`src/rtl/mem_bus_master_pkg.sv`:
```
// Shared definitions for the MEM-stage bus master: state encoding, access-type
// decode, byte-enable and store-lane helpers.
package mem_bus_master_pkg;

  localparam logic [1:0] S_IDLE = 2'b00;
  localparam logic [1:0] S_WAIT = 2'b01;
  localparam logic [1:0] S_DONE = 2'b10;

  typedef enum logic [1:0] {
    ST_IDLE = S_IDLE,
    ST_WAIT = S_WAIT,
    ST_DONE = S_DONE
  } state_t;

  localparam logic [2:0] F3_BYTE  = 3'b000;
  localparam logic [2:0] F3_HALF  = 3'b001;
  localparam logic [2:0] F3_WORD  = 3'b010;
  localparam logic [2:0] F3_BYTEU = 3'b100;
  localparam logic [2:0] F3_HALFU = 3'b101;

  typedef enum logic [1:0] {SZ_BYTE, SZ_HALF, SZ_WORD} size_t;

  localparam logic [3:0] BE_BYTE = 4'b0001;
  localparam logic [3:0] BE_HALF = 4'b0011;
  localparam logic [3:0] BE_WORD = 4'b1111;

  // Unsupported encodings fall through to a word access.
  function automatic size_t accessSize(input logic [2:0] f3);
    case (f3)
      F3_BYTE, F3_BYTEU: return SZ_BYTE;
      F3_HALF, F3_HALFU: return SZ_HALF;
      default:           return SZ_WORD;
    endcase
  endfunction

  function automatic logic isUnsigned(input logic [2:0] f3);
    return (f3 == F3_BYTEU) || (f3 == F3_HALFU);
  endfunction

  function automatic logic isMisaligned(input size_t sz, input logic [1:0] off);
    case (sz)
      SZ_HALF: return off[0];
      SZ_WORD: return off != 2'b00;
      default: return 1'b0;
    endcase
  endfunction

  function automatic logic [3:0] byteEnables(input size_t sz, input logic [1:0] off);
    case (sz)
      SZ_BYTE: return BE_BYTE << off;
      SZ_HALF: return BE_HALF << off;
      default: return BE_WORD;
    endcase
  endfunction

  function automatic logic [31:0] laneData(input size_t sz, input logic [31:0] d);
    case (sz)
      SZ_BYTE: return {4{d[7:0]}};
      SZ_HALF: return {2{d[15:0]}};
      default: return d;
    endcase
  endfunction

endpackage

```
`src/rtl/mem_load_extend.sv`:
```
// Load result formatting: picks the addressed lane of a bus word and
// sign- or zero-extends it according to the access type.
module mem_load_extend
  import mem_bus_master_pkg::*;
(
  input  logic [31:0] rawData,
  input  logic [2:0]  funct3,
  input  logic [1:0]  byteOff,
  output logic [31:0] loadData
);

  logic [31:0] shifted;

  always_comb begin
    shifted  = rawData >> {byteOff, 3'b000};
    loadData = rawData;
    case (accessSize(funct3))
      SZ_BYTE: loadData = isUnsigned(funct3) ? {24'b0, shifted[7:0]}
                                             : {{24{shifted[7]}}, shifted[7:0]};
      SZ_HALF: loadData = isUnsigned(funct3) ? {16'b0, shifted[15:0]}
                                             : {{16{shifted[15]}}, shifted[15:0]};
      default: loadData = rawData;
    endcase
  end

endmodule

```
`src/rtl/mem_bus_master.sv`:
```
// MEM-stage bus master: turns pipeline loads/stores into single bus
// transactions, stalling the pipeline until the responder acks or times out.
module mem_bus_master
  import mem_bus_master_pkg::*;
#(
  parameter int unsigned TIMEOUT_CYCLES = 16
) (
  input  logic        CLK,
  input  logic        RESET,
  input  logic        MemReadM,
  input  logic        MemWriteM,
  input  logic [2:0]  Funct3M,
  input  logic [31:0] ALUResultM,
  input  logic [31:0] WriteDataM,
  output logic        MemStall,
  output logic [31:0] ReadDataM,
  output logic        MisalignedM,
  output logic        BusErrM,
  output logic        BusReq,
  output logic        BusWE,
  output logic [31:0] BusAddr,
  output logic [31:0] BusWData,
  output logic [3:0]  BusBE,
  input  logic        BusAck,
  input  logic [31:0] BusRData
);

  localparam int unsigned CW = $clog2(TIMEOUT_CYCLES + 1);
  localparam logic [CW-1:0] LAST_CNT = CW'(TIMEOUT_CYCLES - 1);

  state_t        state;
  logic [CW-1:0] waitCnt;
  logic [1:0]    offQ;
  logic [2:0]    funct3Q;
  logic [31:0]   rdataQ;

  logic  memReq;
  logic  misal;
  size_t reqSize;

  always_comb begin
    memReq      = MemReadM || MemWriteM;
    reqSize     = accessSize(Funct3M);
    misal       = isMisaligned(reqSize, ALUResultM[1:0]);
    MemStall    = !RESET && ((state == ST_WAIT) || (state == ST_IDLE && memReq && !misal));
    MisalignedM = !RESET && (state == ST_IDLE) && memReq && misal;
  end

  always_ff @(posedge CLK) begin
    if (RESET) begin
      state    <= ST_IDLE;
      waitCnt  <= '0;
      offQ     <= '0;
      funct3Q  <= '0;
      rdataQ   <= '0;
      BusErrM  <= 1'b0;
      BusReq   <= 1'b0;
      BusWE    <= 1'b0;
      BusAddr  <= '0;
      BusWData <= '0;
      BusBE    <= '0;
    end else begin
      BusErrM <= 1'b0;
      case (state)
        ST_IDLE: begin
          if (memReq && !misal) begin
            offQ     <= ALUResultM[1:0];
            funct3Q  <= Funct3M;
            BusReq   <= 1'b1;
            BusWE    <= MemWriteM;
            BusAddr  <= {ALUResultM[31:2], 2'b00};
            BusBE    <= byteEnables(reqSize, ALUResultM[1:0]);
            BusWData <= laneData(reqSize, WriteDataM);
            waitCnt  <= '0;
            state    <= ST_WAIT;
          end
        end
        ST_WAIT: begin
          // An ack on the final permitted cycle still completes normally.
          if (BusAck) begin
            rdataQ  <= BusRData;
            BusReq  <= 1'b0;
            BusWE   <= 1'b0;
            waitCnt <= '0;
            state   <= ST_DONE;
          end else if (waitCnt == LAST_CNT) begin
            rdataQ  <= '0;
            BusErrM <= 1'b1;
            BusReq  <= 1'b0;
            BusWE   <= 1'b0;
            waitCnt <= '0;
            state   <= ST_DONE;
          end else begin
            waitCnt <= waitCnt + 1'b1;
          end
        end
        ST_DONE: state <= ST_IDLE;
        default: state <= ST_IDLE;
      endcase
    end
  end

  mem_load_extend u_extend (
    .rawData (rdataQ),
    .funct3  (funct3Q),
    .byteOff (offQ),
    .loadData(ReadDataM)
  );

endmodule

```
`config.mk`:
```
export PLATFORM = sky130hd
export DESIGN_NAME = mem_bus_master
export DESIGN_NICKNAME = d
export VERILOG_FILES = /design/src/rtl/mem_bus_master_pkg.sv /design/src/rtl/mem_load_extend.sv /design/src/rtl/mem_bus_master.sv
export SDC_FILE = /design/constraint.sdc
export NUM_CORES = 1
export LEC_CHECK = 0
export ABC_AREA = 1
export CAP_MARGIN = 40
export CORE_UTILIZATION = 30
export DETAILED_ROUTE_END_ITERATION = 10
export PLACE_DENSITY_LB_ADDON = 0.12
export SLEW_MARGIN = 20
export SYNTH_ARGS = -nofsm -noshare
export SYNTH_HDL_FRONTEND = slang
export SYNTH_SLANG_ARGS = --single-unit
```
`constraint.sdc`:
```
create_clock -name CLK -period 5.05 [get_ports CLK]
set_input_delay 1.515 -clock CLK [delete_from_list [all_inputs] [get_ports CLK]]
set_output_delay 1.515 -clock CLK [all_outputs]
set_load 0.02 [all_outputs]
```
==> results by group <==
Pwr
  – Power Dens Cells: 371 mW/mm²
  – Cell leakage power: 3.11 nW
  – Overall power consumption: 2.94 mW
  – VDD IR-drop max: 0.246 mV

Synth
  – Syn Inst Count: 752
  – Seq/Total Area, Yosys: 44.3%
  – Netlist area before placement: 0.00511 mm²
  – Number of warnings reported in the yosys synthesis log: 0
  – Post-Synthesis Mean Instance Area: 6.80 µm²
  – Number of library cell types mapped by synthesis: 24
  – Register bit total from synthesis: 113

Critical path
  – Critical R2R Capture: BusBE[1]
  – Critical-path cell with the highest stage delay: clkdlybuf4s50_1
  – Crit Reg-Reg Startpoint: state[1]
  – Reg2Reg Depth: 10
  – Largest fanout on the critical path: 5
  – Crit path launch type: input pin
  – Slack of the worst reg-to-reg path: 2.73 ns
  – Data required, critical path: 3.54 ns
  – Critical path, cell by cell: clkdlybuf4s50_1 > o21ai_1 > nand3_2 > a21oi_1 > clkdlybuf4s50_1
  – Element type at the critical path end: primary output
  – Critical Path Max Stage Delay: 0.65 ns
  – Worst EP arrival: 3.22 ns
  – Type of the worst setup path: in2out
  – Most prevalent standard cell on the critical path: clkdlybuf4s50_1

Status
  – Outcome: finished clean

CTS
  – CTS Root Cell: clkbuf_16
  – Post-CTS clock slew at the launch and capture registers of the worst setup and hold paths: 0.05 ns
  – Max H-tree Level: 4
  – Clock Latency Late Sink: 0.42 ns
  – Total CTS buffers: 17
  – CTS tree: yes
  – Max Buffers Root-to-Sink: 2
  – Number of gates given a new drive strength after cts: 0
  – CTS Hold Buffers Added: 0
  – Buffer count from post-CTS setup fixing: 0
  – Clock tree sinks: 113

Placement
  – I/O Buffers: 206
  – Routability Congestion: 0.815
  – Total placed instance area: 0.00730 mm²
  – HPWL Detailed: 11.6 mm

Timing
  – Fmax: 0.211 GHz
  – Post-route fraction of the period consumed by the critical path: 93.8%
  – Post-route minimum period: 4.74 ns
  – Setup skew after layout: 0.00520 ns
  – Max-Slew Margin vs Limit: 46.8%
  – Slew of the pin with the lowest slew margin: 0.797 ns
  – Number of slew-limit violations in the final report: 0
  – Total setup violations reported at the end of the flow: 0
  – Final hold violations: 0
  – Unrepaired setup endpoints after global routing: no
  – Setup_tns: 0 ns

Routing
  – 1st-pass router iterations: 5
  – Initial detailed-routing violation count: 333
  – Total number of vias: 5488
  – Drt wl/cell: 14.6 µm
  – Number of nets still failing antenna checks after routing: 0
  – Post-DR vias/cell: 4.69
  – Routed wire length: 17.0 mm
  – DRC violations left: 0

Layout
  – Number of nets at the end of the flow: 1043
  – Area of all placed cells without fillers: 0.00793 mm²
  – Total area of multi-input combinational cells: 0.00246 mm²
  – Register area: 0.00226 mm²
  – Proportion of layout cells with a drive suffix above 1: 5.99%
  – FILL cells: 1719
  – Most common cell after layout, fill and taps aside: nand2_1
  – Area growth syn-to-layout: 55.2%
  – Number of inserted diodes: 0
  – Leading cell types in the layout, fill and taps excluded: nand2_1, clkdlybuf4s50_1, dfxtp_1, nor2_1, o21ai_0

Worst hold path
  – Hold crit path type: reg2reg
  – HP Start: rdataQ[1]
  – Destination of the worst hold path: rdataQ[1]
  – Cell count of the worst hold path: 2

GRT
  – Wire length of the first global-routing pass: 26.7 mm
  – Via count of the first global-routing pass: 4906
  – Overall overflow remaining after global route: 0
  – Initial antenna violation count: 0
  – Maximum number of pins on one net before global-route repair: 82
  – Global Route Usage Sum: 19.5%

Floorplan
  – Number of top-level pins: 209
  – Effective utilization at floorplan: 30.8%
  – Rows: 47
  – Die boundary width: 133 µm
  – Core box area: 0.0166 mm²
  – Full die area: 0.0176 mm²
  – Die outline height: 133 µm

Run
  – Max-Cap Viols: 0
layout make-up:
class                   instances  area share [%]
multi-input cells             556            31.1
flip-flops and latches        113            28.5
inverters                      30            1.42
well taps                     220            3.47
repair buffers                220            27.5
clock buffers                  17            5.36
clock inverters                15            2.63
layer usage:
metal  track usage [%]  routed length, µm  part of all wire [%]  up-vias
met2              30.4               7520                    44      169
met1              24.8               7940                    47     2481
met3              7.51               1380                   8.1       17
met4              5.87                216                   1.3        0
met5                 0                  0                     0        -
li1                  -                  -                     -     2821
per-stage QoR:
step | instances | util (%) | setup WS [ns] | hold slack (ns)
after floorplan | 753 | - | 1.08 | 0.423
after global placement | 1137 | 43.8 | 0.323 | 0.451
after detailed placement | 1139 | 44.0 | 0.320 | 0.454
after CTS | 1171 | 47.8 | 0.321 | 0.464
after global routing | 1171 | 47.8 | 0.219 | 0.470
final | 1171 | 47.8 | 0.313 | 0.460
cells in the mapped netlist:
| cell | instances | area [µm²] |
|---|---|---|
| inv_1 | 24 | 90.1 |
| a22o_1 | 7 | 61.3 |
| nor2_1 | 106 | 398 |
| nand3b_2 | 1 | 11.3 |
| o21ai_2 | 1 | 8.76 |
| o21ai_1 | 7 | 35.0 |
| o21ai_0 | 86 | 430 |
| nor4_1 | 1 | 6.26 |
| nand3_2 | 2 | 20.0 |
| nand3_1 | 47 | 235 |
| nand2_2 | 1 | 6.26 |
| nand2_1 | 209 | 785 |
| inv_2 | 5 | 18.8 |
| buf_6 | 1 | 11.3 |
| clkinv_1 | 1 | 3.75 |
| buf_4 | 13 | 97.6 |
| buf_2 | 13 | 65.1 |
| o211ai_1 | 8 | 60.1 |
| nand4_1 | 1 | 6.26 |
| ha_1 | 1 | 12.5 |
| clkbuf_1 | 27 | 101 |
| conb_1 | 1 | 3.75 |
| dfxtp_1 | 113 | 2260 |
| a21oi_1 | 76 | 380 |
worst max path at each step:
stage	to	from	slack [ns]	cells after the start
3_5_place_dp	MemStall	ALUResultM[0]	0.32	5
2_1_floorplan	MemStall	ALUResultM[0]	1.08	4
6_report	MemStall	ALUResultM[0]	0.31	5
4_1_cts	MemStall	ALUResultM[0]	0.32	5
5_1_grt	ReadDataM[8]	offQ[1]	0.22	7
3_3_place_gp	MemStall	ALUResultM[0]	0.32	5
flip-flops by register name (all words and copies together), names as in the netlist:
name,cells
offQ,2
waitCnt,5
BusErrM,1
BusAddr,30
state,2
funct3Q,3
rdataQ,32
BusWData,32
BusBE,4
BusReq,1
BusWE,1
cells by family after synthesis:
group,count (synthesis),share of synthesized area [%]
buf+inv,84,7.59
compound gates,185,19.1
fa+ha+maj,1,0.245
flops,113,44.3
simple gates,368,28.7
other cells,1,0.0734
where the power goes:
part	total [mW]	switching (mW)	leakage, nW	internal [mW]
combinational	0.659	0.359	1.88	0.299
clock	1.28	0.451	0.300	0.831
sequential	0.999	0.0399	0.926	0.960
worst max-delay path: cells and delay by family:
kind,cells,cell delay [ns]
buf+inv,2,1.13
simple gates,1,0.16
compound gates,2,0.41
Note: power is estimated with default switching activity, not from simulation.
